==> config.mk <==
export PLATFORM = sky130hd
export DESIGN_NAME = rail_phase_driver_flat
export DESIGN_NICKNAME = d
export VERILOG_FILES = /design/src/rtl/rail_phase_pkg.sv /design/src/rtl/rail_phase_driver_if.sv /design/src/rtl/rail_phase_cnt.sv /design/src/rtl/rail_phase_driver.sv /design/src/flat_wrapper.sv
export SDC_FILE = /design/constraint.sdc
export NUM_CORES = 1
export LEC_CHECK = 0
export BUFFER_PORTS_ARGS = -buffer_cell sky130_fd_sc_hd__buf_2
export CAP_MARGIN = 20
export CORE_UTILIZATION = 40
export CTS_BUF_LIST = sky130_fd_sc_hd__clkbuf_8
export CTS_CLUSTER_SIZE = 10
export DETAILED_ROUTE_END_ITERATION = 7
export PLACE_DENSITY = 0.64
export SYNTH_ARGS = -nofsm -noshare
export SYNTH_HDL_FRONTEND = slang
export SYNTH_SLANG_ARGS = --single-unit
==> constraint.sdc <==
create_clock -name clk -period 1.5 [get_ports clk]
set_input_delay 0.3 -clock clk [delete_from_list [all_inputs] [get_ports clk]]
set_output_delay 0.3 -clock clk [all_outputs]
set_load 0.01 [all_outputs]
==> src/rtl/rail_phase_pkg.sv <==
// ---------------------------------------------------------------------------
// rail_phase_pkg
// Shared types and helpers for the rail12lp phase driver.
//   phase_state_t : sequencer states (idle, precharge, gap, evaluate, gap)
//   PRE_OFF_N     : gate level that turns a PFET pull-up off (active-low)
//   EVAL_OFF      : gate level that turns the NFET pull-down off
//   clamp_min1    : maps a requested phase length of 0 to 1 cycle
// ---------------------------------------------------------------------------
package rail_phase_pkg;

  typedef enum logic [2:0] {
    ST_IDLE = 3'd0,
    ST_PRE  = 3'd1,
    ST_GAP1 = 3'd2,
    ST_EVAL = 3'd3,
    ST_GAP2 = 3'd4
  } phase_state_t;

  localparam logic PRE_OFF_N = 1'b1;
  localparam logic EVAL_OFF  = 1'b0;

  // A phase can never be shorter than one cycle.
  function automatic int clamp_min1(input int cyc);
    return (cyc < 1) ? 1 : cyc;
  endfunction

endpackage

==> src/rtl/rail_phase_driver_if.sv <==
// ---------------------------------------------------------------------------
// rail_phase_driver_if
// Bundle between the control plane (master) and the phase driver (slave).
//   start_i, use_b_i, z_i          : control plane / array -> driver
//   busy_o, pre_a_n_o, pre_b_n_o,
//   eval_c_o, result_o,
//   result_vld_o, pre_fail_o       : driver -> control plane / array
// ---------------------------------------------------------------------------
interface rail_phase_driver_if;
  logic start_i;
  logic use_b_i;
  logic z_i;
  logic busy_o;
  logic pre_a_n_o;
  logic pre_b_n_o;
  logic eval_c_o;
  logic result_o;
  logic result_vld_o;
  logic pre_fail_o;

  modport master (
    output start_i, use_b_i, z_i,
    input  busy_o, pre_a_n_o, pre_b_n_o, eval_c_o,
           result_o, result_vld_o, pre_fail_o
  );

  modport slave (
    input  start_i, use_b_i, z_i,
    output busy_o, pre_a_n_o, pre_b_n_o, eval_c_o,
           result_o, result_vld_o, pre_fail_o
  );
endinterface

==> src/rtl/rail_phase_cnt.sv <==
// ---------------------------------------------------------------------------
// rail_phase_cnt
// Loadable down-counter that times every phase of the sequencer.
//   clk, rst_n : clock, synchronous active-low reset
//   load       : load load_val this cycle (takes priority over counting)
//   load_val   : value loaded (phase length - 1)
//   zero       : count has reached 0 (last cycle of the current phase)
// The counter rests at 0 when nothing reloads it.
// ---------------------------------------------------------------------------
module rail_phase_cnt #(
  parameter int CNT_W = 4
) (
  input  logic             clk,
  input  logic             rst_n,
  input  logic             load,
  input  logic [CNT_W-1:0] load_val,
  output logic             zero
);

  logic [CNT_W-1:0] count_reg;

  always_ff @(posedge clk) begin
    if (!rst_n) begin
      count_reg <= '0;
    end else if (load) begin
      count_reg <= load_val;
    end else if (count_reg != '0) begin
      count_reg <= count_reg - 1'b1;
    end
  end

  assign zero = (count_reg == '0);

endmodule

==> src/rtl/rail_phase_driver.sv <==
// ---------------------------------------------------------------------------
// rail_phase_driver
// Sequences the gates of a rail12lp dynamic parallel-pull-up node:
// precharge -> gap -> evaluate -> gap, then samples the node.
//   clk, rst_n : clock, synchronous active-low reset
//   bus        : slave side of rail_phase_driver_if
//     start_i      request a sequence (ignored while busy)
//     use_b_i      also enable pull-up B in precharge, latched at start
//     z_i          node read-back
//     busy_o       sequence in progress
//     pre_a_n_o    pull-up A gate (active low)
//     pre_b_n_o    pull-up B gate (active low)
//     eval_c_o     pull-down C gate (active high)
//     result_o     node value sampled on the last evaluate cycle
//     result_vld_o one-cycle pulse in the first cycle after evaluate
//     pre_fail_o   node was low at the end of precharge; sticky until the
//                  next accepted start
// All outputs come straight from flops. Every gate change goes through a
// state where all gates are off, so pull-up and pull-down never overlap.
// ---------------------------------------------------------------------------
module rail_phase_driver
  import rail_phase_pkg::*;
#(
  parameter int PRE_CYC  = 2,
  parameter int GAP_CYC  = 1,
  parameter int EVAL_CYC = 2,
  parameter int CNT_W    = 4
) (
  input logic               clk,
  input logic               rst_n,
  rail_phase_driver_if.slave bus
);

  // Counter reload values: phase length minus one, with 0 treated as 1.
  localparam logic [CNT_W-1:0] PRE_LOAD  = CNT_W'(clamp_min1(PRE_CYC) - 1);
  localparam logic [CNT_W-1:0] GAP_LOAD  = CNT_W'(clamp_min1(GAP_CYC) - 1);
  localparam logic [CNT_W-1:0] EVAL_LOAD = CNT_W'(clamp_min1(EVAL_CYC) - 1);

  phase_state_t state_reg;
  logic         busy_reg;
  logic         pre_a_n_reg;
  logic         pre_b_n_reg;
  logic         eval_c_reg;
  logic         result_reg;
  logic         result_vld_reg;
  logic         pre_fail_reg;
  logic         use_b_reg;

  logic             cnt_load_next;
  logic [CNT_W-1:0] cnt_val_next;
  logic             cnt_zero;

  // The counter is reloaded on the edge that enters a new timed state, so
  // the new phase starts with its full length already in place.
  always_comb begin
    cnt_load_next = 1'b0;
    cnt_val_next  = '0;
    unique case (state_reg)
      ST_IDLE: begin
        cnt_load_next = bus.start_i;
        cnt_val_next  = PRE_LOAD;
      end
      ST_PRE: begin
        cnt_load_next = cnt_zero;
        cnt_val_next  = GAP_LOAD;
      end
      ST_GAP1: begin
        cnt_load_next = cnt_zero;
        cnt_val_next  = EVAL_LOAD;
      end
      ST_EVAL: begin
        cnt_load_next = cnt_zero;
        cnt_val_next  = GAP_LOAD;
      end
      default: begin
        cnt_load_next = 1'b0;
        cnt_val_next  = '0;
      end
    endcase
  end

  rail_phase_cnt #(
    .CNT_W(CNT_W)
  ) u_cnt (
    .clk     (clk),
    .rst_n   (rst_n),
    .load    (cnt_load_next),
    .load_val(cnt_val_next),
    .zero    (cnt_zero)
  );

  // Outputs are assigned on the edge that enters each state, so they are
  // valid in the first cycle of that state without any output decode.
  always_ff @(posedge clk) begin
    if (!rst_n) begin
      state_reg      <= ST_IDLE;
      busy_reg       <= 1'b0;
      pre_a_n_reg    <= PRE_OFF_N;
      pre_b_n_reg    <= PRE_OFF_N;
      eval_c_reg     <= EVAL_OFF;
      result_reg     <= 1'b0;
      result_vld_reg <= 1'b0;
      pre_fail_reg   <= 1'b0;
      use_b_reg      <= 1'b0;
    end else begin
      result_vld_reg <= 1'b0;
      unique case (state_reg)
        ST_IDLE: begin
          if (bus.start_i) begin
            state_reg    <= ST_PRE;
            busy_reg     <= 1'b1;
            use_b_reg    <= bus.use_b_i;
            pre_fail_reg <= 1'b0;
            pre_a_n_reg  <= 1'b0;
            pre_b_n_reg  <= ~bus.use_b_i;
            eval_c_reg   <= EVAL_OFF;
          end
        end
        ST_PRE: begin
          if (cnt_zero) begin
            state_reg   <= ST_GAP1;
            pre_a_n_reg <= PRE_OFF_N;
            pre_b_n_reg <= PRE_OFF_N;
            // A node that did not charge is flagged but still evaluated.
            if (!bus.z_i) begin
              pre_fail_reg <= 1'b1;
            end
          end else begin
            pre_b_n_reg <= ~use_b_reg;
          end
        end
        ST_GAP1: begin
          if (cnt_zero) begin
            state_reg  <= ST_EVAL;
            eval_c_reg <= 1'b1;
          end
        end
        ST_EVAL: begin
          if (cnt_zero) begin
            state_reg      <= ST_GAP2;
            eval_c_reg     <= EVAL_OFF;
            result_reg     <= bus.z_i;
            result_vld_reg <= 1'b1;
          end
        end
        ST_GAP2: begin
          if (cnt_zero) begin
            state_reg <= ST_IDLE;
            busy_reg  <= 1'b0;
          end
        end
        default: begin
          state_reg   <= ST_IDLE;
          busy_reg    <= 1'b0;
          pre_a_n_reg <= PRE_OFF_N;
          pre_b_n_reg <= PRE_OFF_N;
          eval_c_reg  <= EVAL_OFF;
        end
      endcase
    end
  end

  assign bus.busy_o       = busy_reg;
  assign bus.pre_a_n_o    = pre_a_n_reg;
  assign bus.pre_b_n_o    = pre_b_n_reg;
  assign bus.eval_c_o     = eval_c_reg;
  assign bus.result_o     = result_reg;
  assign bus.result_vld_o = result_vld_reg;
  assign bus.pre_fail_o   = pre_fail_reg;

  // Pull-down on means both pull-ups off, in every cycle.
  a_no_overlap: assert property (@(posedge clk)
    eval_c_reg |-> (pre_a_n_reg && pre_b_n_reg));

  // Precharge always hands over to a gap, never straight to evaluate.
  a_no_pre_to_eval: assert property (@(posedge clk) disable iff (!rst_n)
    (state_reg == ST_PRE) |=> (state_reg != ST_EVAL));

endmodule

==> src/flat_wrapper.sv <==
// flat-port wrapper written by rule: the top's interface ports become plain ports
module rail_phase_driver_flat import rail_phase_pkg::*;
#(
  parameter int PRE_CYC  = 2,
  parameter int GAP_CYC  = 1,
  parameter int EVAL_CYC = 2,
  parameter int CNT_W    = 4
)
  (clk, rst_n, bus_start_i, bus_use_b_i, bus_z_i, bus_busy_o, bus_pre_a_n_o, bus_pre_b_n_o, bus_eval_c_o, bus_result_o, bus_result_vld_o, bus_pre_fail_o);
  rail_phase_driver_if bus_i ();
  input logic clk;
  input logic rst_n;
  input wire logic [$bits(bus_i.start_i)-1:0] bus_start_i;
  input wire logic [$bits(bus_i.use_b_i)-1:0] bus_use_b_i;
  input wire logic [$bits(bus_i.z_i)-1:0] bus_z_i;
  output wire logic [$bits(bus_i.busy_o)-1:0] bus_busy_o;
  output wire logic [$bits(bus_i.pre_a_n_o)-1:0] bus_pre_a_n_o;
  output wire logic [$bits(bus_i.pre_b_n_o)-1:0] bus_pre_b_n_o;
  output wire logic [$bits(bus_i.eval_c_o)-1:0] bus_eval_c_o;
  output wire logic [$bits(bus_i.result_o)-1:0] bus_result_o;
  output wire logic [$bits(bus_i.result_vld_o)-1:0] bus_result_vld_o;
  output wire logic [$bits(bus_i.pre_fail_o)-1:0] bus_pre_fail_o;
  assign bus_i.start_i = bus_start_i;
  assign bus_i.use_b_i = bus_use_b_i;
  assign bus_i.z_i = bus_z_i;
  assign bus_busy_o = bus_i.busy_o;
  assign bus_pre_a_n_o = bus_i.pre_a_n_o;
  assign bus_pre_b_n_o = bus_i.pre_b_n_o;
  assign bus_eval_c_o = bus_i.eval_c_o;
  assign bus_result_o = bus_i.result_o;
  assign bus_result_vld_o = bus_i.result_vld_o;
  assign bus_pre_fail_o = bus_i.pre_fail_o;
  rail_phase_driver #(.PRE_CYC(PRE_CYC), .GAP_CYC(GAP_CYC), .EVAL_CYC(EVAL_CYC), .CNT_W(CNT_W)) u_core (.clk(clk), .rst_n(rst_n), .bus(bus_i));
endmodule
==> run_results.csv, run 1 <==
group,metric,value,unit
critical_path,path_max_fanout,3,
yosys,postSynthCellCount,87,
route,wirelength,1.67,mm
pwr,power_per_cell_area,2130,nW/um^2
yosys,synth_common_cells,"dfxtp_1, nor2_1, a21oi_1",
critical_path,rrSetupSlack,0.05,ns
worst_hold_path,holdPathEnd,"u_core.use_b_reg$_SDFFE_PN0P_",
final_layout,diodes,0,
floorplan,num_rows,15,
critical_path,path_delay_family,"simple AND/OR/NAND/NOR gates",
floorplan,start_util,0.427,
grt,grt_max_degree,13,
sta,report.final.slew_viol_count,0,
place,place_congestion,0.766,
clock_network,htreeDepth,1,
grt,overflow,0,
worst_hold_path,worst_hold_path.num_cells,3,
critical_path,cp_slowest_cell,"or3b_4",
grt,grtUsageMet3,0.0360,
final_layout,syn_to_final_growth,25.5,%
critical_path,cp.arrival,1.62,ns
critical_path,critPathLaunchType,"flop",
clock_network,clock_path_buffers,2,
sta,layout_setup_ws,0.0537,ns
route,wl_per_cell,12.7,um
yosys,synth-edff-count,0,
critical_path,worstReg2RegStart,"u_core.u_cnt.count_reg[1]$_SDFFE_PN0P_",
yosys,yosysTopAreaCell,"dfxtp_1",
grt,antenna_found_initial,0,
sta,slew_headroom,0.733,
sta,fin_crit_sh,0.964,
floorplan,chipWidth,45.2,um
worst_hold_path,hold_path.class,"in2reg",
clock_network,clock_latency,0.24,ns
clock_network,clk_pin_slew_worst_paths,0.06,ns
grt,gr-usage-all-layers,0.194,
route,drt_pre_antenna_iters,6,
floorplan,pin_count,12,
sta,min_period,1.45,ns
yosys,async_flop_share,0,
final_layout,fillers,162,
sta,tightest_slew,0.401,ns
place,dp_cells,128,
floorplan,die_h,45.2,um
yosys,syn_nets,93,
yosys,ys_ff_latch,15,
status,status,"completed",
route,routed_via_density,5.28,
clock_network,clockRootBuffer,"clkbuf_8",
final_layout,stdcell_count,132,
run,drv_cap,0,
sta,clock_skew,0.00128,ns
yosys,yosysWarnings,0,
sta,max_freq,691,MHz
yosys,syn_avg_cell_area,8.57,sq um
yosys,synthTopCellsByArea,"dfxtp_1, nor2_1, a21oi_1",
clock_network,cts_sinks,15,
yosys,synthesis.area,746,sq um
final_layout,nNetsFinal,114,
pwr,leakage,0.369,nW
final_layout,drive_above_1_share,0.271,
final_layout,final_util,0.536,
sta,hold-worst-slack,0.324,ns
route,initialDrtViolationCount,16,
critical_path,path_cells,"inv_1 > ha_2 > or3b_4 > or3_1 > a31oi_1",
clock_network,cts_tree,"built",
sta,rsz0062_at_grt,"true",
clock_network,numCtsBuffers,3,
floorplan,fp.coreArea,1750,sq um
worst_hold_path,min_from,"bus_use_b_i",
yosys,yosysUniqueCellTypes,36,
yosys,synth_top_area_share,0.403,
sta,hold_viol,0,
yosys,synth_flop_cell,"dfxtp_1",
sta,finalSetupViolCount,0,
critical_path,r2r_end,"u_core.state_reg[0]$_SDFFE_PN0P_",
route,drtAntennaViolNets,0,
place,dpl.hpwl,1.26,mm
route,vias,697,
grt,grt.met2_usage,0.307,
critical_path,crit_path_end_kind,"flop",
final_layout,largest_reg_flops,4,
grt,grt_most_used_layer,"met2",
grt,use_met1,0.253,
grt,grt_pass1_wl,2.79,mm
critical_path,critPathKind,"reg2reg",
yosys,ys_seq_area_frac,0.403,
critical_path,cp.buffers_inverters,1,
yosys,synthMostInstantiatedCell,"dfxtp_1",
route,drcViolationCount,0,
critical_path,worstPathRequired,1.68,ns
grt,grt_pass1_vias,628,
critical_path,reg2regPathDepth,5,
place,portBuffers,11,
pwr,ir_drop,0.000946,V
critical_path,critical_path.max_stage_delay,0.38,ns
critical_path,crit_start,"u_core.u_cnt.count_reg[1]$_SDFFE_PN0P_",
floorplan,die_area,2040,sq um
place,pre_cts_slack,-0.0254,ns
## routing by layer
| layer | up-vias | share of wire |
|---|---|---|
| met5 | - | 0 |
| met4 | 0 | 0.0060 |
| met3 | 2 | 0.026 |
| met1 | 328 | 0.46 |
| met2 | 12 | 0.50 |
| li1 | 355 | - |
## placed cells by master (no fill, tap or decap), types with 3 or more instances in the layout
cell type   n
dfxtp_1    14
buf_2      11
nor2_1      9
buf_4       8
a21oi_1     6
inv_1       3
nand3_1     3
nand2b_1    3
o21ai_0     3
xnor2_1     3
nand2_1     3
a31oi_1     3
nor3_1      3
clkbuf_8    3
## worst reg2reg max path, delay by kind of cell, from the launching register on
family	cells	cell delay (ns)
simple gates	2	0.69
compound gates	1	0.12
buf+inv	1	0.05
flops	1	0.33
fa+ha+maj	1	0.19
## power by group
group          total (W)  internal [W]  switching (W)
combinational   0.000986      0.000501       0.000484
clock           0.000327      0.000184       0.000143
sequential      0.000684      0.000523       0.000161
## cell type report
class | count | area (sq um) | share of cell area
clock buffers | 3 | 41.3 | 0.0441
clock inverters | 1 | 5.00 | 0.00535
inverters | 5 | 18.8 | 0.0201
multi-input cells | 64 | 423 | 0.452
flip-flops and latches | 15 | 302 | 0.322
well taps | 25 | 31.3 | 0.0334
repair buffers | 19 | 115 | 0.123
## stage by stage
| step | total power (W) | TNS [ns] | area, sq um |
|---|---|---|---|
| final | 0.00200 | 0 | 936 |
| after global routing | 0.00215 | -0.00435 | 936 |
| after CTS | 0.00200 | 0 | 935 |
| after detailed placement | 0.00163 | -0.0254 | 880 |
| after global placement | 0.00162 | 0 | 880 |
| after floorplan | 0.00131 | 0 | 746 |
## worst max-delay path by stage
stage	endpoint	slack [ns]	depth (start not counted)
floorplan	u_core.state_reg[0]$_SDFFE_PN0P_	0.02	5
global placement	u_core.bus.pre_b_n_o$_SDFFE_PN1P_	0.05	5
finish	u_core.state_reg[0]$_SDFFE_PN0P_	0.05	5
global route	u_core.state_reg[0]$_SDFFE_PN0P_	-0.004	5
CTS	u_core.state_reg[0]$_SDFFE_PN0P_	0.005	5
detailed placement	u_core.bus.pre_b_n_o$_SDFFE_PN1P_	-0.03	5
## timing repair
item | CTS | global route
pin swaps | 0 | 2
setup endpoints to repair | 1 | 2
hold buffers | 0 | 0
gates resized for setup | 2 | 3
setup buffers | 0 | 0
## logic make-up (layout without fill, tap and decap cells)
logic type,count (synthesis),in the layout,synth area share
buffers and inverters,8,28,0.0419
muxes,1,1,0.0134
DFF,15,15,0.403
AOI/OAI and AO/OA,21,21,0.176
and+or+nand+nor,38,38,0.314
adders and majority gates,1,1,0.0168
xor gates and xnor gates,3,3,0.0352
Power figures use the tool's default switching activity.
==> run 2, diff against run 1 <==
--- a/config.mk
+++ b/config.mk
@@ -12,6 +12,7 @@
 export CTS_CLUSTER_SIZE = 10
 export DETAILED_ROUTE_END_ITERATION = 7
 export PLACE_DENSITY = 0.64
+export RECOVER_POWER = 50
 export SYNTH_ARGS = -nofsm -noshare
 export SYNTH_HDL_FRONTEND = slang
 export SYNTH_SLANG_ARGS = --single-unit
==> run 2 against run 1 <==
  * Cell count did not move
  * Via count rose by 0.57%
  * Clock power barely moved
  * Wire length fell by 0.54%
  * Largest power group unchanged
  * Highest routed layer unchanged
==> run_results.csv, run 2 (synthesis gave the netlist of run 1 again) <==
group,metric,value,unit
floorplan,die_area,2040,sq um
pwr,clock_power_share,0.164,
worst_hold_path,worst_hold_path.num_cells,3,
grt,antenna_found_initial,0,
route,routed_via_density,5.31,
final_layout,drive_above_1_share,0.206,
pwr,total_power,0.00199,W
final_layout,diodes,0,
final_layout,syn_to_final_growth,24.3,%
final_layout,nNetsFinal,114,
clock_network,cts_setup_buffers,0,
sta,tightest_slew,0.407,ns
critical_path,critPathLaunchType,"flop",
critical_path,path_max_fanout,3,
place,place_congestion,0.766,
grt,grtUsageMet3,0.0360,
floorplan,die_h,45.2,um
pwr,ir_drop,0.000934,V
grt,use_met1,0.253,
clock_network,numCtsBuffers,3,
grt,grt.met2_usage,0.307,
sta,max_freq,692,MHz
critical_path,cp_slowest_cell,"or3b_4",
critical_path,crit_path_end_kind,"flop",
pwr,seq_power_share,0.344,
route,drcViolationCount,0,
final_layout,final_util,0.531,
sta,finalSetupTns,0,ns
pwr,switching_power,0.000790,W
sta,fin_crit_sh,0.964,
clock_network,clk_pin_slew_worst_paths,0.06,ns
critical_path,critical_path.max_stage_delay,0.38,ns
clock_network,clock_latency,0.24,ns
place,portBuffers,11,
sta,finalSetupViolCount,0,
clock_network,cts_hold_buffers,0,
sta,layout_setup_ws,0.0546,ns
critical_path,reg2regPathDepth,5,
route,drtAntennaViolNets,0,
pwr,power_per_cell_area,2140,nW/um^2
critical_path,worstPathRequired,1.68,ns
sta,slew_headroom,0.728,
place,dpl.hpwl,1.26,mm
place,pre_cts_slack,-0.0254,ns
pwr,leakage,0.345,nW
sta,rsz0062_at_grt,"true",
critical_path,path_cells,"inv_1 > ha_2 > or3b_4 > or3_1 > a31oi_1",
grt,grt_max_degree,13,
clock_network,cts_tree,"built",
final_layout,layout_commonest_cell,"dfxtp_1",
run,drv_cap,0,
final_layout,stdcell_count,132,
floorplan,chipWidth,45.2,um
route,initialDrtViolationCount,16,
floorplan,num_rows,15,
clock_network,clock_path_buffers,2,
final_layout,largest_reg_flops,4,
critical_path,cp.arrival,1.62,ns
clock_network,htreeDepth,1,
clock_network,cts_sinks,15,
grt,gr-usage-all-layers,0.194,
floorplan,fp.coreArea,1750,sq um
clock_network,clockRootBuffer,"clkbuf_8",
final_layout,fillers,164,
route,wirelength,1.66,mm
grt,overflow,0,
route,wl_per_cell,12.6,um
route,drt_pre_antenna_iters,4,
worst_hold_path,hold_path.class,"in2reg",
grt,grt_pass1_vias,628,
pwr,swShare,0.398,
status,status,"completed",
pwr,combPwrFrac,0.492,
place,dp_cells,128,
route,vias,701,
grt,grt_pass1_wl,2.79,mm
floorplan,start_util,0.427,
sta,min_period,1.45,ns
sta,report.final.slew_viol_count,0,
grt,grt_most_used_layer,"met2",
critical_path,critPathKind,"reg2reg",
sta,hold_viol,0,
final_layout,mostFrequentLayoutCells,"dfxtp_1, nor2_1, buf_4",
sta,clock_skew,0.00146,ns
floorplan,pin_count,12,
pwr,p_int,0.00120,W
-- run 2: changes by cell type in the layout (fill, tap and decap cells not counted) --
cell,before,now
buf_2,11,4
clkbuf_1,0,7
-- run 2: final timing paths --
kind	start	endpoint	slack [ns]
max reg2reg	u_core.u_cnt.count_reg[1]$_SDFFE_PN0P_	u_core.state_reg[0]$_SDFFE_PN0P_	0.05
min reg2reg	u_core.bus.result_o$_SDFFE_PN0P_	u_core.bus.result_o$_SDFFE_PN0P_	0.47
min	bus_use_b_i	u_core.use_b_reg$_SDFFE_PN0P_	0.33
max	u_core.u_cnt.count_reg[1]$_SDFFE_PN0P_	u_core.state_reg[0]$_SDFFE_PN0P_	0.05
-- run 2: layout make-up --
class                   count  area [sq um]  area share
multi-input cells          64           423       0.456
flip-flops and latches     15           302       0.325
repair buffers             19           106       0.115
clock buffers               3          41.3      0.0445
well taps                  25          31.3      0.0337
inverters                   5          18.8      0.0202
clock inverters             1          5.00     0.00540
-- run 2: power groups by stage --
stage	clock network (W)	registers, W	logic [W]
floorplan	0	0.000655	0.000651
detailed placement	0	0.000679	0.000948
CTS	0.000337	0.000679	0.000987
global placement	0	0.000676	0.000946
finish	0.000326	0.000683	0.000978
global route	0.000354	0.000708	0.00108
-- run 2: timing repair --
action,4_1_cts,5_1_grt
endpoints found under the setup margin,1,2
pin swaps,0,2
endpoints found under the hold margin,0,0
resized for setup,2,3
-- run 2: worst max-delay path: cells and delay by family, from the launching register on --
family | cells | cell delay [ns]
fa+ha+maj | 1 | 0.18
compound gates | 1 | 0.12
simple gates | 2 | 0.69
buf+inv | 1 | 0.05
flops | 1 | 0.33
-- run 2: stage by stage --
stage / area [sq um] / hold WS [ns]
3_3_place_gp: 880 / 0.463
6_report: 927 / 0.325
2_1_floorplan: 746 / 0.422
4_1_cts: 935 / 0.320
3_5_place_dp: 880 / 0.467
5_1_grt: 927 / 0.334
-- run 2: routing by layer --
layer	wire length, um	share of wire
met5	0	0
met4	10	0.0060
met3	49	0.029
met2	829	0.50
met1	773	0.46
==> run 3, diff against run 2 <==
--- a/config.mk
+++ b/config.mk
@@ -7,6 +7,7 @@
 export LEC_CHECK = 0
 export BUFFER_PORTS_ARGS = -buffer_cell sky130_fd_sc_hd__buf_2
 export CAP_MARGIN = 20
+export CORE_ASPECT_RATIO = 0.9
 export CORE_UTILIZATION = 40
 export CTS_BUF_LIST = sky130_fd_sc_hd__clkbuf_8
 export CTS_CLUSTER_SIZE = 10
==> run 3 against run 2 <==
  * Clock power grew 2%
  * Critical path depth is the same
  * Sequential share of layout area shrank 0.52 points
  * Via count is the same
  * Die area is essentially flat
  * Global-route usage grew 0.35 points
  * Total power grew 2.6%
  * Setup slack gained 0.021 ns
  * Largest cell class unchanged
  * Highest routed layer unchanged
==> run_results.csv, run 3 (synthesis gave the netlist of run 1 again) <==
group,metric,value,unit
clock_network,htreeDepth,1,
grt,grt_max_degree,11,
critical_path,path_cells,"inv_2 > ha_4 > or3b_4 > or3_1 > a31oi_1",
pwr,ir_drop,0.00152,V
grt,grt_pass1_vias,625,
floorplan,num_rows,14,
clock_network,cts_setup_buffers,0,
final_layout,design_area,942,sq um
route,drtAntennaViolNets,0,
critical_path,cp_slowest_cell,"or3b_4",
final_layout,nNetsFinal,116,
run,drv_cap,0,
final_layout,drive_above_1_share,0.229,
route,wl_per_cell,12.4,um
route,drt_pre_antenna_iters,4,
worst_hold_path,hold_path.class,"in2reg",
critical_path,path_delay_family,"simple AND/OR/NAND/NOR gates",
sta,report.final.slew_viol_count,0,
sta,fin_crit_sh,0.950,
final_layout,final_util,0.549,
critical_path,worstPathRequired,1.68,ns
final_layout,layout_commonest_cell,"dfxtp_1",
clock_network,cts_sinks,15,
route,initialDrtViolationCount,16,
floorplan,die_h,43.0,um
final_layout,syn_to_final_growth,26.3,%
route,vias,701,
sta,max_freq,702,MHz
sta,tightest_slew,0.345,ns
final_layout,largest_reg_flops,4,
pwr,power_per_cell_area,2170,nW/um^2
clock_network,numCtsBuffers,3,
clock_network,cts_tree,"built",
status,status,"completed",
critical_path,critPathLaunchType,"flop",
clock_network,clock_latency,0.25,ns
sta,hold_viol,0,
critical_path,critPathKind,"reg2reg",
clock_network,clock_path_buffers,2,
sta,min_period,1.42,ns
final_layout,diodes,0,
floorplan,fp.coreArea,1720,sq um
final_layout,mostFrequentLayoutCells,"dfxtp_1, nor2_1, clkbuf_1, buf_4, a21oi_1",
place,place_congestion,0.844,
critical_path,critical_path.max_stage_delay,0.37,ns
sta,rsz0062_at_grt,"false",
sta,finalSetupViolCount,0,
critical_path,crit_path_end_kind,"flop",
grt,antenna_found_initial,0,
grt,overflow,0,
critical_path,rrSetupSlack,0.08,ns
route,drcViolationCount,0,
route,routed_via_density,5.27,
place,portBuffers,11,
sta,hold-worst-slack,0.305,ns
floorplan,chipWidth,47.5,um
pwr,leakage,0.352,nW
floorplan,pin_count,12,
sta,slew_headroom,0.769,
clock_network,clockRootBuffer,"clkbuf_8",
critical_path,cp.buffers_inverters,1,
critical_path,path_max_fanout,4,
floorplan,start_util,0.434,
sta,finalSetupTns,0,ns
final_layout,fillers,180,
sta,clock_skew,0.00110,ns
clock_network,cts_hold_buffers,0,
final_layout,seq_area,302,sq um
final_layout,multi_input_area,430,sq um
place,dpl.hpwl,1.22,mm
floorplan,die_area,2040,sq um
grt,gr-usage-all-layers,0.197,
grt,grt_pass1_wl,2.82,mm
clock_network,clk_pin_slew_worst_paths,0.06,ns
place,placed_area,893,sq um
route,wirelength,1.65,mm
critical_path,cp.arrival,1.60,ns
run 3: final timing paths:
| check | cells after the start | end | from |
|---|---|---|---|
| setup / recovery | 5 | u_core.state_reg[0]$_SDFFE_PN0P_ | u_core.u_cnt.count_reg[1]$_SDFFE_PN0P_ |
| setup reg to reg | 5 | u_core.state_reg[0]$_SDFFE_PN0P_ | u_core.u_cnt.count_reg[1]$_SDFFE_PN0P_ |
| hold reg to reg | 2 | u_core.bus.result_o$_SDFFE_PN0P_ | u_core.bus.result_o$_SDFFE_PN0P_ |
| hold / removal | 3 | u_core.use_b_reg$_SDFFE_PN0P_ | bus_use_b_i |
run 3: report_power, final:
group          switching, W  total (W)  internal, W
Sequential         0.000143   0.000668     0.000525
Combinational      0.000521    0.00104     0.000519
Clock              0.000147   0.000331     0.000184
Total              0.000811    0.00204      0.00123
run 3: cell type report:
cell class                 instances  area share
multi-input combinational         64       0.457
sequential                        15       0.320
timing repair buffer              21       0.122
clock buffer                       3      0.0438
tap                               24      0.0319
inverter                           5      0.0199
clock inverter                     1     0.00531
run 3: stage by stage:
| stage | setup slack (ns) | power [W] | std cells |
|---|---|---|---|
| 3_3_place_gp | 0.0388 | 0.00167 | 129 |
| 6_report | 0.0756 | 0.00204 | 133 |
| 4_1_cts | 0.00824 | 0.00203 | 133 |
| 3_5_place_dp | 0.000431 | 0.00168 | 129 |
| 2_1_floorplan | 0.0160 | 0.00131 | 87 |
| 5_1_grt | 0.0253 | 0.00219 | 133 |
run 3: worst register-to-register path: stages (launching register included):
cell	delay, ns
dfxtp_1	0.34
inv_2	0.08
ha_4	0.14
or3b_4	0.37
or3_1	0.31
a31oi_1	0.12
run 3: layer usage:
metal | track usage | vias up | share of wire | routed length [um]
met1 | 0.264 | 317 | 0.50 | 827
met5 | 0 | - | 0 | 0
met3 | 0.0766 | 2 | 0.048 | 79
met2 | 0.290 | 20 | 0.44 | 731
li1 | - | 362 | - | -
met4 | 0.0514 | 0 | 0.0085 | 14
run 3: repair_timing:
action | CTS | global route
endpoints found under the setup margin | 2 | 4
resized for setup | 2 | 5
pin swaps | 2 | 0
gates cloned | 0 | 0
